### src/rtl/bt656_data_decoder_if.sv
// ---------------------------------------------------------------------------
// bt656_data_decoder_if
//   Byte-stream handshake between the BT.656 data decoder output FIFO and
//   its consumer (the Ethernet TX path).
//
//   data_out   [7:0]  head of the FIFO; meaningful only while data_valid=1
//   data_valid        FIFO is non-empty
//   data_ready        consumer takes data_out on a cycle with valid && ready
//
//   master : producer side (the decoder)
//   slave  : consumer side
// ---------------------------------------------------------------------------
interface bt656_data_decoder_if;
  logic [7:0] data_out;
  logic       data_valid;
  logic       data_ready;

  modport master (
    output data_out,
    output data_valid,
    input  data_ready
  );

  modport slave (
    input  data_out,
    input  data_valid,
    output data_ready
  );
endinterface

### src/rtl/bt656_data_decoder.sv
// ---------------------------------------------------------------------------
// bt656_data_decoder
//   Recovers the datatape byte stream carried in the luma of a BT.656 video
//   stream. Timing codes (FF 00 00 XY) are parsed; after an active-line SAV
//   the Y samples are sliced into 2-bit symbols, packed MSB-first into bytes
//   and pushed through a small show-ahead FIFO.
//
// Ports
//   clk          27 MHz TD_CLK27, sole clock
//   rst          synchronous active-high reset
//   td_data      BT.656 byte stream
//   out_if       master side of bt656_data_decoder_if (data_out/valid/ready)
//   frame_start  one-cycle pulse on the first V=0 SAV after a V=1 code
//   overflow     sticky, set when a completed byte meets a full FIFO
//   err_count    saturating count of timing codes with bad protection bits
//
// Build option
//   BT656_ERR_COUNT_EN  defined: err_count counter is built.
//                       undefined: err_count is tied to 0 (bad codes still
//                       send the parser back to HUNT).
//
// Pipeline (Y sample sampled at edge 0):
//   edge 0: parser registers the sliced symbol and whether it ends a byte
//   edge 1: packer registers the completed byte as a FIFO write strobe
//   edge 2: FIFO write; data_valid rises after this edge on an empty FIFO
// ---------------------------------------------------------------------------
module bt656_data_decoder #(
  parameter int         GUARD_SAMPLES  = 8,
  parameter int         BYTES_PER_LINE = 176,
  parameter logic [7:0] THRESH_1       = 8'd52,
  parameter logic [7:0] THRESH_2       = 8'd124,
  parameter logic [7:0] THRESH_3       = 8'd196,
  parameter int         FIFO_DEPTH     = 16
) (
  input  logic                        clk,
  input  logic                        rst,
  input  logic [7:0]                  td_data,
  bt656_data_decoder_if.master        out_if,
  output logic                        frame_start,
  output logic                        overflow,
  output logic [15:0]                 err_count
);

  localparam int AW = $clog2(FIFO_DEPTH);
  localparam int CW = AW + 1;
  localparam int GW = (GUARD_SAMPLES > 0) ? $clog2(GUARD_SAMPLES + 1) : 1;
  localparam int BW = $clog2(BYTES_PER_LINE + 1);

  typedef enum logic [2:0] {
    S_HUNT,
    S_C1,
    S_C2,
    S_XY,
    S_ACTIVE
  } state_t;

  // -------------------------------------------------------------------------
  // Timing-code decode of the current byte (used while in S_XY)
  // -------------------------------------------------------------------------
  logic xy_f, xy_v, xy_h, xy_ok;
  assign xy_f  = td_data[6];
  assign xy_v  = td_data[5];
  assign xy_h  = td_data[4];
  assign xy_ok = td_data[7]
               & (td_data[3] == (xy_v ^ xy_h))
               & (td_data[2] == (xy_f ^ xy_h))
               & (td_data[1] == (xy_f ^ xy_v))
               & (td_data[0] == (xy_f ^ xy_v ^ xy_h));

  // -------------------------------------------------------------------------
  // Slicer (combinational; the result is registered by the parser)
  // -------------------------------------------------------------------------
  logic [1:0] slice_d;
  always_comb begin
    slice_d = 2'b11;
    if (td_data < THRESH_1)      slice_d = 2'b00;
    else if (td_data < THRESH_2) slice_d = 2'b01;
    else if (td_data < THRESH_3) slice_d = 2'b10;
  end

  // -------------------------------------------------------------------------
  // Parser FSM
  // -------------------------------------------------------------------------
  state_t          state_q;
  logic [1:0]      phase_q;
  logic [GW-1:0]   guard_q;
  logic [1:0]      sym_cnt_q;
  logic [BW-1:0]   byte_cnt_q;
  logic [1:0]      sym_q;
  logic            sym_valid_q;
  logic            sym_last_q;
  logic            seen_v1_q;
  logic            frame_start_q;

  always_ff @(posedge clk) begin
    if (rst) begin
      state_q       <= S_HUNT;
      phase_q       <= 2'd0;
      guard_q       <= '0;
      sym_cnt_q     <= 2'd0;
      byte_cnt_q    <= '0;
      sym_q         <= 2'd0;
      sym_valid_q   <= 1'b0;
      sym_last_q    <= 1'b0;
      seen_v1_q     <= 1'b0;
      frame_start_q <= 1'b0;
    end else begin
      sym_valid_q   <= 1'b0;
      sym_last_q    <= 1'b0;
      frame_start_q <= 1'b0;
      case (state_q)
        S_HUNT: begin
          if (td_data == 8'hFF) state_q <= S_C1;
        end
        S_C1: begin
          state_q <= (td_data == 8'h00) ? S_C2 : S_HUNT;
        end
        S_C2: begin
          state_q <= (td_data == 8'h00) ? S_XY : S_HUNT;
        end
        S_XY: begin
          state_q <= S_HUNT;
          if (xy_ok) begin
            if (xy_v) begin
              seen_v1_q <= 1'b1;
            end else if (!xy_h) begin
              // Active-line SAV: start a fresh line.
              frame_start_q <= seen_v1_q;
              seen_v1_q     <= 1'b0;
              state_q       <= S_ACTIVE;
              phase_q       <= 2'd0;
              guard_q       <= '0;
              sym_cnt_q     <= 2'd0;
              byte_cnt_q    <= '0;
            end
          end
        end
        S_ACTIVE: begin
          if (td_data == 8'hFF) begin
            // Start of EAV: drop any partial byte. A symbol already in the
            // packer that completes a byte still gets written.
            state_q   <= S_C1;
            sym_cnt_q <= 2'd0;
          end else begin
            phase_q <= phase_q + 2'd1;
            if (phase_q[0]) begin
              if (guard_q != GW'(GUARD_SAMPLES)) begin
                guard_q <= guard_q + GW'(1);
              end else if (byte_cnt_q != BW'(BYTES_PER_LINE)) begin
                sym_q       <= slice_d;
                sym_valid_q <= 1'b1;
                sym_cnt_q   <= sym_cnt_q + 2'd1;
                if (sym_cnt_q == 2'd3) begin
                  sym_last_q <= 1'b1;
                  byte_cnt_q <= byte_cnt_q + BW'(1);
                end
              end
            end
          end
        end
        default: state_q <= S_HUNT;
      endcase
    end
  end

  assign frame_start = frame_start_q;

  // -------------------------------------------------------------------------
  // Packer: the shift register is fully overwritten by four new symbols, so
  // leftovers of a discarded partial byte never leak into the next byte.
  // -------------------------------------------------------------------------
  logic [5:0] shift_q;
  logic [7:0] wr_data_q;
  logic       wr_valid_q;

  always_ff @(posedge clk) begin
    if (rst) begin
      shift_q    <= 6'd0;
      wr_data_q  <= 8'd0;
      wr_valid_q <= 1'b0;
    end else begin
      wr_valid_q <= sym_valid_q & sym_last_q;
      if (sym_valid_q) begin
        shift_q <= {shift_q[3:0], sym_q};
        if (sym_last_q) wr_data_q <= {shift_q, sym_q};
      end
    end
  end

  // -------------------------------------------------------------------------
  // Show-ahead FIFO
  // -------------------------------------------------------------------------
  logic [7:0]    mem_q [FIFO_DEPTH];
  logic [AW-1:0] wr_ptr_q, rd_ptr_q;
  logic [CW-1:0] count_q, count_d;
  logic          overflow_q;
  logic          fifo_full, fifo_empty, do_wr, do_rd;

  assign fifo_full  = (count_q == CW'(FIFO_DEPTH));
  assign fifo_empty = (count_q == '0);
  // A full FIFO drops the write even if a read happens in the same cycle.
  assign do_wr      = wr_valid_q & ~fifo_full;
  assign do_rd      = ~fifo_empty & out_if.data_ready;

  always_comb begin
    count_d = count_q + CW'(do_wr) - CW'(do_rd);
  end

  always_ff @(posedge clk) begin
    if (do_wr) mem_q[wr_ptr_q] <= wr_data_q;
  end

  always_ff @(posedge clk) begin
    if (rst) begin
      wr_ptr_q   <= '0;
      rd_ptr_q   <= '0;
      count_q    <= '0;
      overflow_q <= 1'b0;
    end else begin
      count_q <= count_d;
      if (do_wr) wr_ptr_q <= wr_ptr_q + AW'(1);
      if (do_rd) rd_ptr_q <= rd_ptr_q + AW'(1);
      if (wr_valid_q & fifo_full) overflow_q <= 1'b1;
    end
  end

  assign out_if.data_valid = ~fifo_empty;
  assign out_if.data_out   = fifo_empty ? 8'h00 : mem_q[rd_ptr_q];
  assign overflow          = overflow_q;

  // -------------------------------------------------------------------------
  // Protection-bit error counter
  // -------------------------------------------------------------------------
`ifdef BT656_ERR_COUNT_EN
  logic [15:0] err_count_q;
  always_ff @(posedge clk) begin
    if (rst) begin
      err_count_q <= 16'd0;
    end else if ((state_q == S_XY) && !xy_ok && (err_count_q != 16'hFFFF)) begin
      err_count_q <= err_count_q + 16'd1;
    end
  end
  assign err_count = err_count_q;
`else
  assign err_count = 16'd0;
`endif

endmodule

### src/flat_wrapper.sv
// flat-port wrapper written by rule: the top's interface ports become plain ports
module bt656_data_decoder_flat 
#(
  parameter int         GUARD_SAMPLES  = 8,
  parameter int         BYTES_PER_LINE = 176,
  parameter logic [7:0] THRESH_1       = 8'd52,
  parameter logic [7:0] THRESH_2       = 8'd124,
  parameter logic [7:0] THRESH_3       = 8'd196,
  parameter int         FIFO_DEPTH     = 16
)
  (clk, rst, td_data, frame_start, overflow, err_count, out_if_data_out, out_if_data_valid, out_if_data_ready);
  bt656_data_decoder_if out_if_i ();
  input  logic clk;
  input  logic rst;
  input  logic [7:0] td_data;
  output logic frame_start;
  output logic overflow;
  output logic [15:0] err_count;
  output wire logic [$bits(out_if_i.data_out)-1:0] out_if_data_out;
  output wire logic [$bits(out_if_i.data_valid)-1:0] out_if_data_valid;
  input wire logic [$bits(out_if_i.data_ready)-1:0] out_if_data_ready;
  assign out_if_data_out = out_if_i.data_out;
  assign out_if_data_valid = out_if_i.data_valid;
  assign out_if_i.data_ready = out_if_data_ready;
  bt656_data_decoder #(.GUARD_SAMPLES(GUARD_SAMPLES), .BYTES_PER_LINE(BYTES_PER_LINE), .THRESH_1(THRESH_1), .THRESH_2(THRESH_2), .THRESH_3(THRESH_3), .FIFO_DEPTH(FIFO_DEPTH)) u_core (.clk(clk), .rst(rst), .td_data(td_data), .out_if(out_if_i), .frame_start(frame_start), .overflow(overflow), .err_count(err_count));
endmodule
### config.mk
export PLATFORM = sky130hd
export DESIGN_NAME = bt656_data_decoder_flat
export DESIGN_NICKNAME = d
export VERILOG_FILES = /design/src/rtl/bt656_data_decoder_if.sv /design/src/rtl/bt656_data_decoder.sv /design/src/flat_wrapper.sv
export SDC_FILE = /design/constraint.sdc
export NUM_CORES = 1
export LEC_CHECK = 0
export BUFFER_PORTS_ARGS = -buffer_cell sky130_fd_sc_hd__buf_4
export CAP_MARGIN = 10
export CORE_MARGIN = 3
export CORE_UTILIZATION = 55
export DETAILED_ROUTE_END_ITERATION = 8
export PLACE_DENSITY = 0.83
export SLEW_MARGIN = 20
export SYNTH_ARGS = -nofsm -noshare
export SYNTH_HDL_FRONTEND = slang
export SYNTH_SLANG_ARGS = --single-unit
export TNS_END_PERCENT = 30
### constraint.sdc
create_clock -name clk -period 3.2 [get_ports clk]
set_input_delay 0.64 -clock clk [delete_from_list [all_inputs] [get_ports clk]]
set_output_delay 0.64 -clock clk [all_outputs]
set_load 0.02 [all_outputs]
==> summary.md, run 1 <==
| Metric | Value |
|---|---|
| # Post-CTS Setup Buffers | `0` |
| Number of port buffers | `21` |
| Max frequency | `~320 MHz` |
| Largest net degree at the start of global routing | `47` |
| Die Span X | `~130 um` |
| WP buf/inv | `2` |
| Post-synth top cells | `edfxtp_1 (128), dfxtp_1 (57), nor2_1 (44)` |
| Fin. max-slew vios | `0` |
| Placement Cell Area | `8210 um^2` |
| Hpwl dp | `~9500 um` |
| CP endpoint kind | `output port` |
| Aggregate routed wire length | `15,100 um` |
| Die Footprint | `between 15,000 and 20,000 um^2` |
| Setup TNS | `0 ps` |
| Row cnt | `43` |
| Met1 WL | `just over 6000 um` |
| Tmin final | `3090 ps` |
| Filler Cell Count | `967` |
| CTS buffer count | `17` |
| Clk slew on worst S/H paths | `70 ps` |
| Core ar. | `13,900 um^2` |
| Mapped Area | `just under 8000 um^2` |
| Part of the cycle the worst path needs | `0.967` |
| Clk_lat worst skew | `~430 ps` |
| Drt first pass iters | `6` |
| Clk sink count | `185` |
| Cell mode on critical path | `mux4_2` |
| Final Hold Fails | `0` |
| Startpoint Class | `flip-flop` |
| Hold buffer count at cts | `0` |
| Via density | `5.79` |
| Number of enable flip-flop cells after synthesis | `128` |
| CP Class | `reg2out` |
| Gpl congestion | `0.840` |
| WL per Instance | `19.7 um` |
| Design Power | `5.83 mW` |
| GR Util All Layers | `0.198` |
| Pwr Density | `660 nW/um^2` |
| Total I/O pin count | `38` |
| Worst slew pin tran | `826 ps` |
| Share of the synthesized area in the top cell type | `0.487` |
| Min-Delay Path Class | `reg2reg` |
| Drt drc | `0` |
| Predominant post-synthesis flop cell | `edfxtp_1` |
| Post-cts resize count | `0` |
| WL met2 | `7860 um` |
| CP required | `2560 ps` |
| Slowest stage delay, CP | `around 550 ps` |
| Yosys synthesis warning count | `0` |
| CP arrival | `between 2000 and 2500 ps` |
| Setup slack, reg-to-reg | `roughly 550 ps` |
| Flops & latches, synth | `185` |
| Mapped Cells | `approximately 540` |
| Starting Density | `0.566` |
| Count of cell types in the netlist | `51` |
| First-pass GRT wire length | `23,900 um` |
| Area grow syn2layout | `11.9%` |
| Worst-path fanout max | `32` |
| Vias in the first global route | `4,482` |
| Htree depth | `4` |
| Synth top area cells | `edfxtp_1 (49%), dfxtp_1 (14%), mux4_2 (11%), ha_1 (3.0%), mux2i_1 (2.5%)` |
| Unrepaired setup endpoints after global routing | `no` |
| Iteration-0 DRC Markers | `407` |
| Uppermost routed layer | `met4` |
| Maximum vdd drop | `0.381 mV` |
| Met3 Wirelength | `between 500 and 600 um` |
| Sequential element share of the synthesized area | `0.632` |
| Clk_skew | `7.20 ps` |
| GRT overflow | `0` |
| Critical path's slowest cell | `mux4_2` |
| FFs w/ async S/R, synth | `0` |
| Fraction of layout cells with a size suffix above 1 | `0.192` |
| Die Span Y | `126 um` |
| Fin area | `8820 um^2` |
| Final setup fails | `0` |
| Max-Cap Viols | `0` |
| Synth Area per Inst | `14.6 um^2` |
| Via count | `4,417` |
| Status | `finished clean` |
| CP delay by family, top | `multiplexers` |
| CTS tree | `yes` |
| Initial antenna violation count | `0` |
| Clock root cell | `clkbuf_16` |
| Diode count | `0` |
| Cell chain of the critical path | `buf_12 -> mux4_2 -> mux4_2 -> and2_1 -> buf_4` |
| Nets | `601` |
| Most numerous cell in the Yosys netlist | `edfxtp_1` |
| Post-synth top area cell | `edfxtp_1` |
| CTS Buffer Depth | `2` |
| Antenna viol nets, final | `0` |
| Slew headroom | `0.447` |
| Leakage | `between 2 and 3 nW` |
==> flip-flops by register name, indices dropped and copies added (netlist names), 2 cells and up, named ones only <==
register           count
u_core.count_q         5
u_core.guard_q         4
u_core.sym_q           2
u_core.sym_cnt_q       2
u_core.state_q         3
u_core.byte_cnt_q      8
u_core.mem_q         128
u_core.wr_data_q       8
u_core.rd_ptr_q        4
u_core.shift_q         6
u_core.wr_ptr_q        4
==> path summary, 6_finish.rpt <==
| check | endpoint | start | depth (start not counted) |
|---|---|---|---|
| min reg2reg | u_core.frame_start | u_core.seen_v1_q | 2 |
| max reg2reg | u_core.count_q[4] | u_core.count_q[3] | 13 |
| max | out_if_data_out[4] | flip-flop | 5 |
| min | u_core.frame_start | u_core.seen_v1_q | 2 |
==> worst reg2reg max path: stages (launching register included) <==
cell	delay [ps]
dfxtp_1	320
inv_1	80
ha_1	150
nor4b_1	350
nor2b_1	200
nand2_1	170
o21ai_0	110
ha_1	220
fa_1	410
a21oi_1	170
nor2_1	60
nor2_1	110
xnor2_1	120
nor2_1	50
==> logic make-up after synthesis <==
kind of cell | after synthesis | synth area share
AOI/OAI and AO/OA | 48 | 0.0408
xor gates and xnor gates | 15 | 0.0184
adders and majority gates | 20 | 0.0327
buffers and inverters | 60 | 0.0400
DFF | 185 | 0.632
muxes | 60 | 0.140
other | 1 | 0.000476
and+or+nand+nor | 152 | 0.0960
==> cell usage in the layout, fill, tap and decap left out, drive strengths merged, types with 5 or more instances in the layout <==
cell type / instances
nand2: 29
a211oi: 9
xnor2: 7
a21oi: 19
and2: 9
edfxtp: 128
buf: 37
xor2: 7
conb: 16
nand4: 6
nand3: 24
clkbuf: 17
nand3b: 8
mux4: 40
inv: 24
mux2i: 20
ha: 19
dfxtp: 57
nor2b: 5
nor3: 11
nor2: 44
==> metal layers <==
layer / vias up / global-route usage
li1: 2057 / -
met3: 36 / 0.0348
met2: 118 / 0.341
met4: 0 / 0.108
met5: - / 0
met1: 2206 / 0.237
==> stage by stage <==
step	std cells	hold WS [ps]	worst slack, ps	utilization
after floorplan	556	417	751	-
after global placement	731	454	603	0.589
after detailed placement	731	459	552	0.589
after CTS	763	469	59.6	0.633
after global routing	763	500	23.6	0.633
final	763	467	106	0.633
==> where the power goes <==
part	internal (mW)	total, mW	switching [mW]
clock network	1.24	2.14	0.900
logic	0.554	1.08	0.524
registers	2.57	2.60	0.0358
total	4.37	5.83	1.46
==> final cells by class <==
type	count	area (um^2)	area share
well taps	180	225	0.0255
multi-input cells	311	2640	0.299
repair buffers	37	290	0.0329
flip-flops and latches	185	4990	0.565
clock buffers	17	425	0.0482
clock inverters	15	188	0.0213
inverters	18	67.6	0.00766
Note: power is estimated with default switching activity, not from simulation.
==> run 2: changes to the inputs <==
==> constraint.sdc (replaced) <==
create_clock -name clk -period 3.2 [get_ports clk]
set_input_delay 0.48 -clock clk [delete_from_list [all_inputs] [get_ports clk]]
set_output_delay 0.48 -clock clk [all_outputs]
set_load 0.02 [all_outputs]
==> run 2 against run 1 <==
First-iteration DRC count down 7.6%. Flip-flop and latch count stayed put. Power decreased by 1.7%. Global-route usage is 0.16 points lower. Critical path type unchanged. Non-clock buffer count is 2 lower. Clock power decreased by 6%. Clock skew shrank 0.69 ps. Sequential share of layout area is 0.35 points higher. Highest routed layer unchanged. Critical path depth unchanged.
==> summary.md, run 2 (synthesized netlist as in run 1, its figures left out) <==
| Metric | Value |
|---|---|
| Min-Delay Path Class | `in2reg` |
| Reg2reg end | `u_core.count_q[4]` |
| CP endpoint kind | `output port` |
| # Post-CTS Setup Buffers | `0` |
| Max-Cap Viols | `0` |
| Combinational power share | `0.192` |
| Die Span Y | `126 um` |
| Row cnt | `43` |
| P_int | `4.28 mW` |
| Setup TNS | `0 ps` |
| Part of the cycle the worst path needs | `0.899` |
| Maximum vdd drop | `between 0.3 and 0.4 mV` |
| Max frequency | `approximately 350 MHz` |
| Post-cts resize count | `0` |
| Antenna viol nets, final | `0` |
| Cell mode on critical path | `mux4_2` |
| Startpoint Class | `flip-flop` |
| Nets | `599` |
| Die Span X | `126 um` |
| Unrepaired setup endpoints after global routing | `no` |
| Drt drc | `0` |
| Area grow syn2layout | `11.2%` |
| Drt first pass iters | `5` |
| Area of the multi-input gates | `~2600 um^2` |
| Gpl congestion | `~0.84` |
| Clk_skew | `roughly 6.5 ps` |
| Status | `finished clean` |
| Clock root cell | `clkbuf_16` |
| Clock share of power | `0.353` |
| Core ar. | `13,900 um^2` |
| Worst-path fanout max | `32` |
| Starting Density | `0.566` |
| Worst slew pin tran | `around 780 ps` |
| Cell chain of the critical path | `buf_12 -> mux4_2 -> mux4_2 -> and2_1 -> buf_4` |
| Diode count | `0` |
| FF/Latch Area | `4990 um^2` |
| CP arrival | `2400 ps` |
| CTS tree | `yes` |
| Fin. max-slew vios | `0` |
| Hold buffer count at cts | `0` |
| Fraction of layout cells with a size suffix above 1 | `0.189` |
| Leading cell type in the layout, fill and taps excluded | `edfxtp_1` |
| Most frequent cells in the layout | `edfxtp_1 (128), dfxtp_1 (56), nor2_1 (44)` |
| CP required | `2720 ps` |
| FF-to-FF Start | `u_core.count_q[3]` |
| Iteration-0 DRC Markers | `376` |
| Clk_lat worst skew | `420 ps` |
| Vias in the first global route | `4,461` |
| Slew headroom | `0.474` |
| CP Class | `reg2out` |
| Setup slack, reg-to-reg | `510 ps` |
| First-pass GRT wire length | `23,900 um` |
| Via density | `5.87` |
| Switch share | `0.253` |
| Seq pwr share | `0.455` |
| Core Util, Final | `0.629` |
| Switch Pwr | `1.45 mW` |
| Aggregate routed wire length | `roughly 15,000 um` |
| Filler Cell Count | `995` |
| Die Footprint | `around 16,000 um^2` |
| Total I/O pin count | `38` |
| Max FFs per register | `~130` |
| WL per Instance | `19.3 um` |
| Clk slew on worst S/H paths | `70 ps` |
| Clk sink count | `185` |
| CP Capture Point | `out_if_data_out[0]` |
| Critical path's slowest cell | `mux4_2` |
| Top flop regs | `u_core.mem_q: 128 flops, u_core.byte_cnt_q: 8 flops, u_core.wr_data_q: 8 flops` |
| Number of port buffers | `21` |
| Largest net degree at the start of global routing | `47` |
| CTS Buffer Depth | `2` |
| Via count | `4,465` |
| Design Power | `5.73 mW` |
| Htree depth | `4` |
| Pwr Density | `654 nW/um^2` |
| GR Util All Layers | `0.196` |
| GRT overflow | `0` |
| CTS buffer count | `17` |
| Depth of the most critical reg-to-reg path | `13` |
| Hpwl dp | `approximately 9700 um` |
| Slowest stage delay, CP | `560 ps` |
| Final setup fails | `0` |
| Initial antenna violation count | `0` |
| Final Hold Fails | `0` |
| Largest Register | `u_core.mem_q` |
| Leakage | `approximately 3.0 nW` |
| Tmin final | `2880 ps` |
run 2: layer usage:
| metal | part of all wire | vias to the layer above | wire [um] | track usage |
|---|---|---|---|---|
| li1 | - | 2062 | - | - |
| met1 | 0.41 | 2224 | 5980 | 0.254 |
| met2 | 0.52 | 151 | 7690 | 0.330 |
| met3 | 0.052 | 28 | 757 | 0.0483 |
| met4 | 0.018 | 0 | 261 | 0.0644 |
| met5 | 0 | - | 0 | 0 |
run 2: cell type report:
type | count | share of cell area
Clock buffer | 18 | 0.0489
Clock inverter | 14 | 0.0165
Multi-Input combinational cell | 311 | 0.301
Sequential cell | 185 | 0.568
Timing Repair Buffer | 35 | 0.0314
Inverter | 18 | 0.00770
Tap cell | 180 | 0.0257
run 2: worst max-delay path: cells and delay by family (launching register included):
kind / cells / cell delay [ps]
muxes: 2 / 1040
and+or+nand+nor: 1 / 170
buffers and inverters: 2 / 400
DFF: 1 / 340
run 2: how the worst min path moves through the flow:
stage / from / endpoint / depth (start not counted)
global route: td_data[5] / u_core.seen_v1_q / 3
finish: td_data[5] / u_core.seen_v1_q / 3
detailed placement: u_core.seen_v1_q / u_core.frame_start / 2
CTS: td_data[5] / u_core.seen_v1_q / 3
floorplan: u_core.seen_v1_q / u_core.frame_start / 2
global placement: u_core.sym_cnt_q[1] / u_core.sym_cnt_q[1] / 2
run 2: power groups by stage:
stage	sequential [mW]	combinational, mW	clock (mW)
after floorplan	2.64	0.862	0
after global placement	2.65	1.07	0
after detailed placement	2.66	1.11	0
after CTS	2.61	1.12	2.05
after global routing	2.61	1.20	2.18
final	2.61	1.10	2.02
run 2: stage by stage:
| stage | hold WS [ps] | instance area, um^2 | cells | worst slack (ps) |
|---|---|---|---|---|
| final | 358 | 8770 | 761 | 323 |
| after global routing | 349 | 8770 | 761 | 189 |
| after CTS | 343 | 8770 | 761 | 265 |
| after detailed placement | 451 | 8200 | 729 | 500 |
| after global placement | 455 | 8200 | 729 | 714 |
| after floorplan | 417 | 7940 | 556 | 842 |
==> run 3: changes to the inputs <==
--- a/config.mk
+++ b/config.mk
@@ -9,6 +9,7 @@
 export CAP_MARGIN = 10
 export CORE_MARGIN = 3
 export CORE_UTILIZATION = 55
+export CTS_BUF_LIST = sky130_fd_sc_hd__clkbuf_16
 export DETAILED_ROUTE_END_ITERATION = 8
 export PLACE_DENSITY = 0.83
 export SLEW_MARGIN = 20
==> run 3 against run 2 <==
Setup slack got worse by 2.4 ps. Power is essentially flat. Die area did not move. Clock skew about the same. Via count is essentially flat. Largest power group unchanged.
==> summary.md, run 3 (synthesized netlist as in run 1, its figures left out) <==
| Metric | Value |
|---|---|
| Status | `finished clean` |
| Post-cts resize count | `0` |
| Max FFs per register | `128` |
| Startpoint Class | `flip-flop` |
| Fin area | `8770 um^2` |
| Slew headroom | `0.460` |
| CP arrival | `around 2400 ps` |
| Largest Register | `u_core.mem_q` |
| Aggregate routed wire length | `14,700 um` |
| Clk_lat worst skew | `420 ps` |
| Setup Slack @ Placement | `500 ps` |
| Design Power | `5.73 mW` |
| Part of the cycle the worst path needs | `0.900` |
| Gpl congestion | `0.840` |
| # Post-CTS Setup Buffers | `0` |
| CP Class | `reg2out` |
| Die Span X | `126 um` |
| Area grow syn2layout | `11.2%` |
| Worst slew pin tran | `just over 800 ps` |
| Diode count | `0` |
| Most frequent cells in the layout | `edfxtp_1 (128), dfxtp_1 (56), nor2_1 (44)` |
| Die Span Y | `126 um` |
| Nets | `599` |
| Initial antenna violation count | `0` |
| GR Util All Layers | `0.196` |
| Drt first pass iters | `5` |
| Final setup fails | `0` |
| Iteration-0 DRC Markers | `375` |
| Leading cell type in the layout, fill and taps excluded | `edfxtp_1` |
| Row cnt | `43` |
| Tmin final | `2880 ps` |
| Max frequency | `roughly 350 MHz` |
| Number of port buffers | `21` |
| Core ar. | `around 14,000 um^2` |
| Leakage | `2.98 nW` |
| WL per Instance | `19.3 um` |
| Clk_skew | `6.48 ps` |
| Hpwl dp | `between 9000 and 10,000 um` |
| Top flop regs | `u_core.mem_q: 128 flops, u_core.byte_cnt_q: 8 flops, u_core.wr_data_q: 8 flops` |
| Setup TNS | `0 ps` |
| Antenna viol nets, final | `0` |
| Fraction of layout cells with a size suffix above 1 | `0.189` |
| Drt drc | `0` |
| Worst-path fanout max | `32` |
| Min-Delay Path Class | `in2reg` |
| Vias in the first global route | `4,461` |
| Hold buffer count at cts | `0` |
| Htree depth | `4` |
| CTS buffer count | `17` |
| GRT overflow | `0` |
| First-pass GRT wire length | `23,900 um` |
| Total I/O pin count | `38` |
| Die Footprint | `between 15,000 and 20,000 um^2` |
| CP endpoint kind | `output port` |
| CTS tree | `yes` |
| Via count | `around 4,500` |
| Clock root cell | `clkbuf_16` |
| Placement Cell Area | `8200 um^2` |
| Via density | `5.87` |
| Clk sink count | `185` |
| Maximum vdd drop | `0.366 mV` |
| CTS Buffer Depth | `2` |
| Unrepaired setup endpoints after global routing | `no` |
| Filler Cell Count | `995` |
| CP required | `about 2700 ps` |
| Largest net degree at the start of global routing | `47` |
| Pwr Density | `654 nW/um^2` |
| Clk slew on worst S/H paths | `70 ps` |
| Max-Cap Viols | `0` |
| Starting Density | `0.566` |
| Fin. max-slew vios | `0` |
| Worst setup margin | `320 ps` |
| Final Hold Fails | `0` |
-- run 3: cell types whose count changed in the layout (fill, tap and decap cells not counted), sizes merged --
cell	delta
clkbuf	-1
inv	+1
-- run 3: final cells by class --
type	count	area (um^2)	share of cell area
timing repair buffer	35	275	0.0314
multi-input combinational	311	2640	0.301
inverter	18	67.6	0.00770
sequential	185	4990	0.568
clock buffer	17	425	0.0485
clock inverter	15	149	0.0170
tap	180	225	0.0257
-- run 3: per-stage QoR --
stage	utilization	hold WS, ps	cells
floorplan	-	417	556
global placement	0.588	455	729
detailed placement	0.588	451	729
CTS	0.629	343	761
global route	0.629	349	761
finish	0.629	357	761
-- run 3: worst paths after layout --
| path | from | cells after the start | endpoint | slack (ps) |
|---|---|---|---|---|
| worst max-delay path | flip-flop | 5 | out_if_data_out[0] | 320 |
| worst min-delay path | td_data[5] | 3 | u_core.seen_v1_q | 360 |
| worst max register to register | u_core.count_q[3] | 13 | u_core.count_q[4] | 510 |
| worst min register to register | u_core.seen_v1_q | 2 | u_core.frame_start | 470 |
-- run 3: power breakdown --
| part | switching, mW | internal, mW | leakage [nW] |
|---|---|---|---|
| registers | 0.0361 | 2.57 | 1.65 |
| logic | 0.547 | 0.555 | 1.04 |
| clock network | 0.873 | 1.15 | 0.289 |
| total | 1.46 | 4.28 | 2.98 |
-- run 3: per-layer routing --
| layer | global-route usage | up-vias | wire (um) |
|---|---|---|---|
| met3 | 0.0483 | 25 | 735 |
| met5 | 0 | - | 0 |
| met2 | 0.330 | 142 | 7700 |
| met4 | 0.0644 | 0 | 254 |
| li1 | - | 2063 | - |
| met1 | 0.254 | 2237 | 6020 |
-- run 3: critical path, cell delays in order, from the launching register on --
cell and delay (ps):
dfxtp_2 340, buf_12 250, mux4_2 560, mux4_2 480
and2_1 170, buf_4 150
